==> config.mk <==
export PLATFORM = sky130hd
export DESIGN_NAME = lif_spike_monitor
export DESIGN_NICKNAME = d
export VERILOG_FILES = /design/src/rtl/lif_spike_monitor.sv
export SDC_FILE = /design/constraint.sdc
export NUM_CORES = 1
export LEC_CHECK = 0
export ABC_AREA = 1
export BUFFER_PORTS_ARGS = -buffer_cell sky130_fd_sc_hd__buf_2
export CAP_MARGIN = 20
export CORE_UTILIZATION = 48
export CTS_BUF_LIST = sky130_fd_sc_hd__clkbuf_8
export CTS_CLUSTER_SIZE = 14
export DETAILED_ROUTE_END_ITERATION = 6
export PLACE_DENSITY = 0.66
export SYNTH_ARGS = -nofsm -noshare
export SYNTH_HDL_FRONTEND = slang
export SYNTH_SLANG_ARGS = --single-unit
==> constraint.sdc <==
create_clock -name clk -period 3.05 [get_ports clk]
set_clock_uncertainty 0.05 [all_clocks]
set_input_delay 0.1525 -clock clk [delete_from_list [all_inputs] [get_ports clk]]
set_output_delay 0.1525 -clock clk [all_outputs]
set_load 0.05 [all_outputs]
==> src/rtl/lif_spike_monitor.sv <==
// lif_spike_monitor
//   Watches the LIF neuron core output stream. Measures inter-spike intervals
//   (ISIs) into a first-word-fall-through FIFO and produces windowed spike-rate
//   counts with the per-window signed peak membrane voltage.
//
//   state  | meaning
//   IDLE   | no spike seen since en rose (or reset); next spike only arms
//   ARMED  | previous spike seen; next spike pushes the current ISI
//
// Ports:
//   clk, rst            clock, synchronous active-high reset
//   en                  neuron core in work state; gates all monitoring
//   spike_in, v_in      spike flag and (1,6,9) signed membrane voltage
//   win_len             rate window length in en-cycles, 0 disables windowing
//   isi_data/valid/ready  FIFO read port (valid/ready handshake)
//   fifo_level          exact FIFO occupancy
//   overflow            sticky, an ISI was dropped on a full FIFO
//   rate_count, v_peak  results of the last completed window
//   rate_valid          one-cycle pulse when rate_count / v_peak update
module lif_spike_monitor #(
    parameter int FIFO_DEPTH = 8,
    parameter int WIN_W      = 16
) (
    input  logic                          clk,
    input  logic                          rst,
    input  logic                          en,
    input  logic                          spike_in,
    input  logic [15:0]                   v_in,
    input  logic [WIN_W-1:0]              win_len,
    output logic [15:0]                   isi_data,
    output logic                          isi_valid,
    input  logic                          isi_ready,
    output logic [$clog2(FIFO_DEPTH):0]   fifo_level,
    output logic                          overflow,
    output logic [7:0]                    rate_count,
    output logic [15:0]                   v_peak,
    output logic                          rate_valid
);

    localparam int AW = $clog2(FIFO_DEPTH);
    localparam int LW = AW + 1;
    localparam logic [15:0] V_MIN = 16'h8000;

    typedef enum logic {IDLE, ARMED} isi_state_t;

    isi_state_t       state_q, state_d;
    logic [15:0]      isi_cnt_q, isi_cnt_d;

    logic [15:0]      mem_q [FIFO_DEPTH];
    logic [15:0]      mem_d [FIFO_DEPTH];
    logic [AW-1:0]    wr_ptr_q, wr_ptr_d;
    logic [AW-1:0]    rd_ptr_q, rd_ptr_d;
    logic [LW-1:0]    level_q, level_d;
    logic [15:0]      isi_data_q, isi_data_d;
    logic             isi_valid_q, isi_valid_d;
    logic             overflow_q, overflow_d;

    logic [WIN_W-1:0] win_cnt_q, win_cnt_d;
    logic [7:0]       spike_acc_q, spike_acc_d;
    logic [15:0]      win_max_q, win_max_d;
    logic [7:0]       rate_count_q, rate_count_d;
    logic [15:0]      v_peak_q, v_peak_d;
    logic             rate_valid_q, rate_valid_d;

    logic             push_req, push, pop, full;
    logic [15:0]      head_next;
    logic             win_active, win_close;
    logic [8:0]       acc_sum;
    logic [7:0]       acc_sat;
    logic [15:0]      v_max;

    // ISI measurement
    always_comb begin
        state_d   = state_q;
        isi_cnt_d = isi_cnt_q;
        if (en) begin
            if (spike_in) begin
                isi_cnt_d = 16'd1;
                state_d   = ARMED;
            end else if (isi_cnt_q != 16'hFFFF) begin
                isi_cnt_d = isi_cnt_q + 16'd1;
            end
        end else begin
            state_d = IDLE;
        end
    end

    // FIFO
    always_comb begin
        pop        = isi_valid_q & isi_ready;
        full       = (level_q == LW'(FIFO_DEPTH));
        push_req   = en & spike_in & (state_q == ARMED);
        // A full FIFO still accepts a push when a pop frees a slot in the same cycle.
        push       = push_req & (~full | pop);
        overflow_d = overflow_q | (push_req & full & ~pop);

        mem_d = mem_q;
        if (push) begin
            mem_d[wr_ptr_q] = isi_cnt_q;
        end
        wr_ptr_d = push ? wr_ptr_q + AW'(1) : wr_ptr_q;
        rd_ptr_d = pop  ? rd_ptr_q + AW'(1) : rd_ptr_q;

        unique case ({push, pop})
            2'b10:   level_d = level_q + LW'(1);
            2'b01:   level_d = level_q - LW'(1);
            default: level_d = level_q;
        endcase

        // The registered head must bypass the memory when the entry being pushed
        // becomes the new head (push into empty, or push+pop of the last entry).
        head_next   = (push && (rd_ptr_d == wr_ptr_q)) ? isi_cnt_q : mem_q[rd_ptr_d];
        isi_valid_d = (level_d != '0);
        isi_data_d  = isi_valid_d ? head_next : isi_data_q;
    end

    // Rate window
    always_comb begin
        win_active = en & (win_len != '0);
        win_close  = (win_cnt_q >= win_len - WIN_W'(1));
        acc_sum    = {1'b0, spike_acc_q} + {8'd0, spike_in};
        acc_sat    = acc_sum[8] ? 8'hFF : acc_sum[7:0];
        v_max      = ($signed(v_in) > $signed(win_max_q)) ? v_in : win_max_q;

        win_cnt_d    = win_cnt_q;
        spike_acc_d  = spike_acc_q;
        win_max_d    = win_max_q;
        rate_count_d = rate_count_q;
        v_peak_d     = v_peak_q;
        rate_valid_d = 1'b0;

        if (win_active) begin
            if (win_close) begin
                rate_count_d = acc_sat;
                v_peak_d     = v_max;
                rate_valid_d = 1'b1;
                win_cnt_d    = '0;
                spike_acc_d  = 8'd0;
                win_max_d    = V_MIN;
            end else begin
                win_cnt_d    = win_cnt_q + WIN_W'(1);
                spike_acc_d  = acc_sat;
                win_max_d    = v_max;
            end
        end
    end

    always_ff @(posedge clk) begin
        if (rst) begin
            state_q      <= IDLE;
            isi_cnt_q    <= 16'd0;
            wr_ptr_q     <= '0;
            rd_ptr_q     <= '0;
            level_q      <= '0;
            isi_data_q   <= 16'd0;
            isi_valid_q  <= 1'b0;
            overflow_q   <= 1'b0;
            win_cnt_q    <= '0;
            spike_acc_q  <= 8'd0;
            win_max_q    <= V_MIN;
            rate_count_q <= 8'd0;
            v_peak_q     <= V_MIN;
            rate_valid_q <= 1'b0;
        end else begin
            state_q      <= state_d;
            isi_cnt_q    <= isi_cnt_d;
            mem_q        <= mem_d;
            wr_ptr_q     <= wr_ptr_d;
            rd_ptr_q     <= rd_ptr_d;
            level_q      <= level_d;
            isi_data_q   <= isi_data_d;
            isi_valid_q  <= isi_valid_d;
            overflow_q   <= overflow_d;
            win_cnt_q    <= win_cnt_d;
            spike_acc_q  <= spike_acc_d;
            win_max_q    <= win_max_d;
            rate_count_q <= rate_count_d;
            v_peak_q     <= v_peak_d;
            rate_valid_q <= rate_valid_d;
        end
    end

    assign isi_data   = isi_data_q;
    assign isi_valid  = isi_valid_q;
    assign fifo_level = level_q;
    assign overflow   = overflow_q;
    assign rate_count = rate_count_q;
    assign v_peak     = v_peak_q;
    assign rate_valid = rate_valid_q;

endmodule

## Yosys cells after proc, flatten, opt, wreduce, memory -nomap -nowiden

Index checks and enable logic that the tools add are counted.
W data, S select, Z words.

- Input port bits: 37
- Memories kept: 0
- Logic and storage cells: 83
- Output and inout port bits: 47
- Bits in latches: 0
- Memory bits (writable): 0
- Register bits: 238
- Bits in read-only memories: 0

- Reductions and logical operators: 10
- Equality and inequality tests: 5
- Shifts and indexed selects: 0
- $add $sub $neg: 8
- Bitwise operators: 16
- Divide/modulo/power cells: 0
- $mul: 0
- Order comparisons: 5
- Muxes and demuxes: 17

Operator list:

| kind | number |
|---|---|
| $mux W16 | 9 |
| $bwmux W128 | 1 |
| $bmux W16 S3 | 1 |
| $demux W16 S3 | 1 |
| $add A16 B1 Y16 const B | 2 |
| $ge A16 B16 Y1 | 1 |
| $gt A16 B16 Y1 | 1 |
| $mux W8 | 2 |
| $ne A16 B16 Y1 const B | 1 |
| $reduce_bool A16 Y1 | 1 |
| $sub A16 B1 Y16 const B | 1 |
| $add A8 B1 Y9 | 1 |
| $ge A4 B4 Y1 const B | 2 |
| $not A3 Y4 | 2 |
| $pmux W4 S2 | 1 |
| $and A1 B1 Y1 | 7 |
| $add A3 B1 Y3 const B | 2 |
| $reduce_and A2 Y1 | 3 |
| $not A1 Y1 | 5 |
| $add A4 B1 Y4 const B | 1 |
| $eq A4 B4 Y1 const B | 1 |
| $lt A4 B1 Y1 const B | 1 |
| $reduce_bool A4 Y1 | 1 |
| $reduce_or A2 Y1 | 2 |
| other kinds (9) | 11 |

## Logic depth before layout (Yosys ltp)

Gate-level depths: netlist of the first run.

- Word-level depth: 7
- Depth in mapped cells: 20
- Mapped depth without buffers: 19

## Least setup slack after synthesis of the first run

Ideal clock, no wire load.

- Path type: register to register
- From: reg level_q[3], in the netlist fifo_level[3]
- To: reg isi_data_q[7], in the netlist isi_data[7]
- Data required time: 2.891 ns
- Library setup time: 0.109 ns
- Buffers on the path: 1
- Period minus slack after synthesis: 3.050 ns
- Path slack: 0.000 ns
- Cell stages (with the launch flop): 18
- Arrival: 2.892 ns
- Path through: dfxtp_1 -> inv_1 -> nor4_1 -> nand2_1 -> nand2_1 -> ha_1 -> inv_1 -> fa_1 -> nand2_1 -> o21ai_0 -> nand2_1 -> nor2_1 -> nand3_1 -> buf_2 -> o21ai_0 -> inv_1 -> nand2_1 -> inv_1

- Word-level cells in the longest chain between the ends: 7
- Elaborated cells on any way between the ends: 12
- Those cells by class: add/sub (2); eq/ne (3); mux (2); bitwise (3); reduce/logical (2)

RTL lines:

| element | RTL line | source |
|---|---|---|
| start: declaration | 53 | `logic [LW-1:0] level_q, level_d;` |
| start signal: assignment | 170 | `level_q <= level_d;` |
| $eq A4 B4 Y1 | 91 | `full = (level_q == LW'(FIFO_DEPTH));` |
| $not A1 Y1 | 94 | `push = push_req & (~full \| pop);` |
| $or A1 B1 Y1 | 94 |  |
| $and A1 B1 Y1 | 94 |  |
| $eq A2 B1 Y1 or $eq A2 B2 Y1 (tied branches) | 104 | `unique case ({push, pop})` |
| $pmux W4 S2 | 104 |  |
| $reduce_bool A4 Y1 | 113 | `isi_valid_d = (level_d != '0);` |
| end signal: assignment | 171 | `isi_data_q <= isi_data_d;` |
| end: declaration | 54 | `logic [15:0] isi_data_q, isi_data_d;` |

Several ways; a longest one is shown, not always the timed one.
A chain may end at the register's enable or synchronous reset.

## Worst setup path in the final report of the first run

- From: reg level_q[1], in the netlist fifo_level[1]
- To: reg isi_data_q[10], in the netlist isi_data[10]

Same word-level chain as after synthesis.

==> key figures, run 1 <==
Run status
  – Run status: complete, no violations

Route
  – Routed Wire Length: 27260 um
  – WL per Instance: 15.48 um
  – Post-detailed-route count of antenna-violating nets: 0
  – 1st-pass router iterations: 5
  – 1st-iter DRT viols: 562
  – Vias: 9126
  – DRC violations left: 0
  – Vias/cell: 5.182

Timing
  – Fmax: 0.3576 GHz
  – Fin. Hold Viols: 0
  – Setup_tns: 0 ns
  – Fin crit period: 2.797 ns
  – Actual transition at the worst max-transition pin: 0.9096 ns
  – Final setup viols: 0
  – Slew margin rel.: 39.03%
  – Final worst-path setup slack: 0.2533 ns
  – Slew Limit Fails: 0
  – Final period utilization: 91.70%

Placed design
  – DP HPWL: 17130 um
  – Place WS: -0.1267 ns
  – RD Place Congestion: 0.8525
  – Port Buf Inserts: 83

Die
  – Die W: 155.0 um
  – Die span in y: 155.0 um
  – # IOs: 84
  – Initial core utilization: 49.30%
  – Floorplan row count: 55
  – Die area: 24010 sq um
  – Core box area: 22780 sq um

Clock tree
  – Clock Latency Late Sink: 0.55 ns
  – Longest Clk Path Bufs: 3
  – Num CTS Buffers: 40
  – Clk root buf: clkbuf_8
  – Clk sinks: 238
  – CTS tree: built
  – Clock transition at path regs: 0.06 ns
  – H-tree depth: 2

Worst setup path
  – Flop2flop setup slack: 0.25 ns
  – Critical Path End Type: register
  – Critical Path Start Type: register
  – CP Launch Point: fifo_level[1]
  – R2r startpoint: fifo_level[1]
  – Crit path kind: reg -> reg
  – WP data arrival: 3.18 ns
  – Worst path required time: 3.43 ns
  – Reg2reg end: isi_data[10]
  – Reg2Reg Depth: 15
  – Critical path fanouts, max: 33
  – Setup crit end: isi_data[10]

Logic synthesis
  – Area contributors post-synth: edfxtp_1 34%, dfxtp_1 20%, nand2_1 8.2%
  – Mapped cell area: 11230 sq um
  – Post-synth EDFFs: 128
  – Most frequent cell after synthesis: nand2_1
  – Post-synthesis sequential area ratio: 53.84%
  – Yosys reg bits: 238
  – Netlist cell types: 44
  – Largest area contributor in the netlist: edfxtp_1
  – Syn Inst Count: 1271
  – Synth top cells by count: 245 x nand2_1, 169 x nor2_1, 134 x inv_1
  – Syn Area/Cell: 8.835 sq um
  – Syn nets: 1351
  – Synth top area share: 34.23%
  – Asr flop ratio synth: 0%
  – Synth warn: 0
  – Main flop type after synthesis: edfxtp_1

Pwr
  – VDD IR-drop max: 0.4072 mV
  – Leak: 5.690 nW
  – Power Dens Cells: 637.0 nW/um^2

Finish
  – Ant diodes: 0
  – Fillers: 2037
  – Layout cells sized above 1: 15.47%
  – Fin nets: 1497
  – Syn-to-layout area delta: 18.03%

Job
  – Max_cap viols: 0

GRT
  – GRT overflow: 0
  – Vias in the first global route: 8770
  – Largest net degree at the start of global routing: 66
  – Initial antenna violation count: 0
  – GRT Util Overall: 23.37%
  – First-pass GRT wire length: 44350 um

Worst hold path
  – Worst hold path type: in -> reg
what timing repair did:
item                                    CTS  global route
endpoints found under the setup margin    0            16
buffers inserted                          0             0
hold buffers                             21             0
gates resized for setup                   0             4
endpoints found under the hold margin    29             0
area by class of cell:
type | count | area, sq um | area share (%)
Timing Repair Buffer | 154 | 1076 | 8.119
Inverter | 138 | 524.3 | 3.955
Clock inverter | 25 | 113.9 | 0.8591
Sequential cell | 238 | 6047 | 45.62
Tap cell | 313 | 391.6 | 2.955
Clock buffer | 48 | 660.6 | 4.984
Multi-Input combinational cell | 845 | 4441 | 33.50
critical path: stages (launching register included):
cell     delay [ns]
dfxtp_1        0.37
nor4_4         0.32
nand2_1        0.08
nand2_1        0.09
ha_2           0.23
inv_1          0.06
fa_1           0.43
nand2_1        0.07
o21ai_0        0.10
nand2_1        0.09
nor2_1         0.04
nand3_1        0.12
buf_12         0.22
o21ai_0        0.12
nor2_1         0.23
nor2_1         0.06
worst min path at each step:
stage | startpoint | slack [ns] | cells after the start | endpoint
3_3_place_gp | rate_count[0] | 0.38 | 2 | rate_count[0]
6_report | win_len[15] | 0.19 | 7 | win_max_q[15]
5_1_grt | win_len[15] | 0.23 | 7 | win_max_q[15]
3_5_place_dp | v_peak[6] | 0.38 | 2 | v_peak[6]
4_1_cts | win_len[15] | 0.17 | 7 | win_max_q[15]
2_1_floorplan | en | 0.23 | 2 | state_q
layer usage:
metal,track usage [%],vias up,share of wire (%)
li1,-,4580,-
met5,0,-,0
met2,39.94,244,48
met1,29.70,4254,44
met3,4.150,48,5.6
met4,8.345,0,2.3
cell usage in the layout, fill, tap and decap left out, types with 2 or more instances in the layout:
cell type,instances
a21oi_1,59
a22oi_1,9
a31oi_1,2
buf_12,6
buf_2,83
buf_4,44
clkbuf_8,48
clkinv_2,5
dfxtp_1,109
dlygate4sd3_1,21
edfxtp_1,128
ha_1,41
inv_1,153
inv_2,2
inv_8,2
nand2_1,244
nand2_2,7
nand2_4,2
nand3_1,70
nand3_2,6
nand4_1,19
nor2_1,169
nor2_2,3
nor3_1,18
nor3_2,6
nor3_4,2
nor3b_1,2
nor4_1,4
o211ai_1,4
o21ai_0,111
o221ai_1,14
o22ai_1,14
xnor2_1,7
xor2_1,19
registers in the layout, indices dropped and copies added (netlist names):
| signal | count |
|---|---|
| state_q | 1 |
| mem_q | 128 |
| win_cnt_q | 16 |
| isi_valid | 1 |
| isi_cnt_q | 16 |
| overflow | 1 |
| wr_ptr_q | 3 |
| rate_valid | 1 |
| win_max_q | 16 |
| spike_acc_q | 8 |
| rate_count | 8 |
| fifo_level | 4 |
| v_peak | 16 |
| isi_data | 16 |
| rd_ptr_q | 3 |
per-stage QoR:
step	hold WS (ns)	instance area (sq um)	instances	power, mW	utilization, %
global placement	0.3762	12250	1667	5.720	53.79
CTS	0.1700	13240	1761	8.505	58.11
detailed placement	0.3837	12250	1667	5.750	53.79
floorplan	0.2276	11230	1271	5.202	-
finish	0.1875	13250	1761	8.443	58.19
global route	0.2326	13250	1761	8.928	58.19
cells by family after synthesis:
logic type                 count (synthesis)  synth area share (%)
DFF                                      238                 53.84
buffers and inverters                    188                 6.975
and+or+nand+nor                          554                 21.18
adders and majority gates                 43                 4.858
xor gates and xnor gates                  26                 2.028
AOI/OAI and AO/OA                        222                 11.12
where the power goes:
part | internal, mW | switching (mW)
logic | 0.659 | 1.49
registers | 3.49 | 0.0791
clock network | 1.44 | 1.29
Note: power is estimated with default switching activity, not from simulation.
==> run 2: changes to the inputs <==
==> constraint.sdc (replaced) <==
create_clock -name clk -period 3.3 [get_ports clk]
set_clock_uncertainty 0.05 [all_clocks]
set_input_delay 0.165 -clock clk [delete_from_list [all_inputs] [get_ports clk]]
set_output_delay 0.165 -clock clk [all_outputs]
set_load 0.05 [all_outputs]
==> run 2 against run 1 <==
Net effect: non-clock buffer count down 22; die area stayed put; via count down 0.62%; sequential cell count unchanged; cell area down 1.6%; global-route usage down 0.42 points; critical path depth up 1; wire length down 2.6%; highest routed layer unchanged; combinational power decreased by 9.8%; clock-buffer cell count fell by 6; utilization decreased by 0.95 points; critical endpoint is now isi_data[7]; sequential power shrank 7.6%.
==> key figures, run 2 (synthesis results as in run 1) <==
Run status
  – Run status: complete, no violations

Worst setup path
  – CP cell instances: nor4_1 -> nand2_1 -> nand2_1 -> ha_1 -> inv_1 -> fa_1 -> nand2_1 -> o21ai_0 -> nand2_1 -> nor2_1 -> nand3_1 -> buf_12 -> o21ai_0 -> inv_1 -> nand2_1 -> inv_1
  – WP data arrival: 3.27 ns (+0.09 ns)
  – Worst path required time: 3.69 ns (+0.26 ns)
  – Most used cell, CP: nand2_1
  – Slowest-stage cell, CP: fa_1
  – Critical Path End Type: register
  – Critical path's largest stage delay: 0.49 ns (+0.06 ns)
  – Worst path bufs/invs: 4 (+2)
  – Crit path kind: reg -> reg
  – Crit-path leading delay family: simple AND/OR/NAND/NOR gates
  – Critical Path Start Type: register
  – Critical path fanouts, max: 33 (unchanged)

Timing
  – Slew Limit Fails: 0 (unchanged)
  – Fmax: 0.3463 GHz (-3.1%)
  – RSZ-0062 raised after global routing: false
  – Slew margin rel.: 54.05% (+15 points)
  – Final period utilization: 87.50% (-4.2 points)
  – Fin crit period: 2.887 ns (+0.09073 ns)
  – Actual transition at the worst max-transition pin: 0.6892 ns (-0.2204 ns)
  – Setup_tns: 0 ns (unchanged)
  – Final setup viols: 0 (unchanged)
  – Fin. Hold Viols: 0 (unchanged)

Die
  – Die area: 24010 sq um (unchanged)
  – Floorplan row count: 55 (unchanged)
  – Core box area: 22780 sq um (unchanged)
  – Initial core utilization: 49.30% (unchanged)
  – Die W: 155.0 um (unchanged)
  – Die span in y: 155.0 um (unchanged)
  – # IOs: 84 (unchanged)

Clock tree
  – Longest Clk Path Bufs: 3 (unchanged)
  – H-tree depth: 2 (unchanged)
  – Clock transition at path regs: 0.06 ns (about the same)
  – Hold_buf cts: 13 (-38%)
  – Clk root buf: clkbuf_8
  – Clock Latency Late Sink: 0.53 ns (-0.02 ns)
  – Clk sinks: 238 (unchanged)
  – Post-cts sizing count: 0 (unchanged)
  – CTS tree: built
  – Setup Buffers After CTS: 0 (unchanged)
  – Num CTS Buffers: 40 (unchanged)

Route
  – Vias/cell: 5.215 (+0.63%)
  – WL per Instance: 15.27 um (-1.4%)
  – Routed Wire Length: 26560 um (-2.6%)
  – Met1 wire length: 12040 um (+0.26%)
  – Met3 wire len: 1546 um (+0.72%)
  – Post-detailed-route count of antenna-violating nets: 0 (unchanged)
  – Met2 wire length: 12430 um (-5.0%)
  – Highest metal used: met4
  – 1st-pass router iterations: 4 (-1)
  – DRC violations left: 0 (unchanged)
  – Vias: 9069 (-0.62%)
  – 1st-iter DRT viols: 659 (+17%)

Pwr
  – Sequential power share: 42.3% (about the same)
  – Power Dens Cells: 598.5 nW/um^2 (-6.0%)
  – Switch share: 33.06% (-0.77 points)
  – VDD IR-drop max: 0.3799 mV (-6.7%)
  – Leak: 5.548 nW (-2.5%)
  – Comb pwr share: 24.8% (-0.6 points)
  – Clk pwr share: 32.9% (+0.6 points)
  – Internal Power: 5.223 mW (-6.5%)
  – NetSw: 2.580 mW (-9.7%)

Finish
  – Final core utilization: 57.24% (-0.95 points)
  – Syn-to-layout area delta: 16.10%
  – Commonest non-fill, non-tap cell in the layout: nand2_1
  – Layout cells sized above 1: 14.38% (-1.1 points)
  – Final std cells w/o fill: 1739 (-1.2%)
  – Fin nets: 1475 (-1.5%)
  – Top reg by flops: mem_q
  – Most frequent cells in the layout: 244 x nand2_1, 169 x nor2_1, 145 x inv_1
  – Max reg flops: 128 (unchanged)
  – Fillers: 2070 (+1.6%)
  – Ant diodes: 0 (unchanged)

GRT
  – GRT Util Overall: 22.94% (-0.42 points)
  – Initial antenna violation count: 0 (unchanged)
  – GRT overflow: 0 (unchanged)
  – Vias in the first global route: 8789 (+0.22%)
  – Largest net degree at the start of global routing: 66 (unchanged)
  – First-pass GRT wire length: 43320 um (-2.3%)

Placed design
  – DP HPWL: 16890 um (-1.4%)
  – Port Buf Inserts: 83 (unchanged)
  – Number of placed cells counting well taps: 1653 (-0.84%)
  – RD Place Congestion: 0.8403 (-1.4%)

Job
  – Max_cap viols: 0 (unchanged)

Worst hold path
  – Worst hold path type: in -> reg
## run 2: cell count changes in the layout (fill, tap and decap cells not counted), moves of 3 or more
| cell | previous run | this run |
|---|---|---|
| inv_1 | 153 | 145 |
| clkinv_1 | 0 | 10 |
| bufinv_16 | 0 | 3 |
| dlygate4sd3_1 | 21 | 13 |
| clkbuf_8 | 48 | 42 |
| buf_4 | 44 | 32 |
## run 2: power groups by stage
| stage | logic [mW] | registers (mW) | clock network, mW |
|---|---|---|---|
| finish | 1.93 | 3.30 | 2.57 |
| global route | 2.19 | 3.31 | 2.77 |
| CTS | 1.94 | 3.30 | 2.63 |
| detailed placement | 1.92 | 3.36 | 0 |
| global placement | 1.91 | 3.36 | 0 |
| floorplan | 1.16 | 3.65 | 0 |
## run 2: layer usage
| metal | track usage [%] | vias up |
|---|---|---|
| li1 | - | 4544 |
| met1 | 29.43 | 4252 |
| met2 | 38.46 | 232 |
| met3 | 4.652 | 41 |
| met4 | 8.204 | 0 |
| met5 | 0 | - |
## run 2: final timing paths
path              slack [ns]  cells past startpoint           from             to
setup reg to reg        0.41                     16  fifo_level[1]    isi_data[7]
hold reg to reg         0.39                      2  rate_count[3]  rate_count[3]
setup / recovery        0.41                     16  fifo_level[1]    isi_data[7]
hold / removal          0.01                      5        v_in[3]      v_peak[3]
## run 2: final cells by class
type	count	area, sq um	area share (%)
clock buffer	42	578.1	4.434
tap	313	391.6	3.004
inverter	138	524.3	4.021
multi-input combinational	845	4423	33.93
sequential	238	6046	46.37
clock inverter	31	209.0	1.603
timing repair buffer	132	865.8	6.641
## run 2: worst reg2reg max path: stages, from the launching register on
cell,delay [ns]
dfxtp_1,0.35
nor4_1,0.38
nand2_1,0.09
nand2_1,0.09
ha_1,0.25
inv_1,0.07
fa_1,0.49
nand2_1,0.05
o21ai_0,0.12
nand2_1,0.09
nor2_1,0.11
nand3_1,0.14
buf_12,0.20
o21ai_0,0.18
inv_1,0.06
nand2_1,0.06
inv_1,0.03
## run 2: metrics by stage
stage	power (mW)	instance area [sq um]	setup WS (ns)	hold slack [ns]
after global placement	5.268	12120	0.1125	0.3768
after CTS	7.869	13040	0.3945	0.00006029
final	7.802	13040	0.4125	0.01377
after detailed placement	5.278	12120	0.01210	0.3784
after global routing	8.274	13040	0.1137	0.03051
after floorplan	4.808	11230	0.2497	0.2401
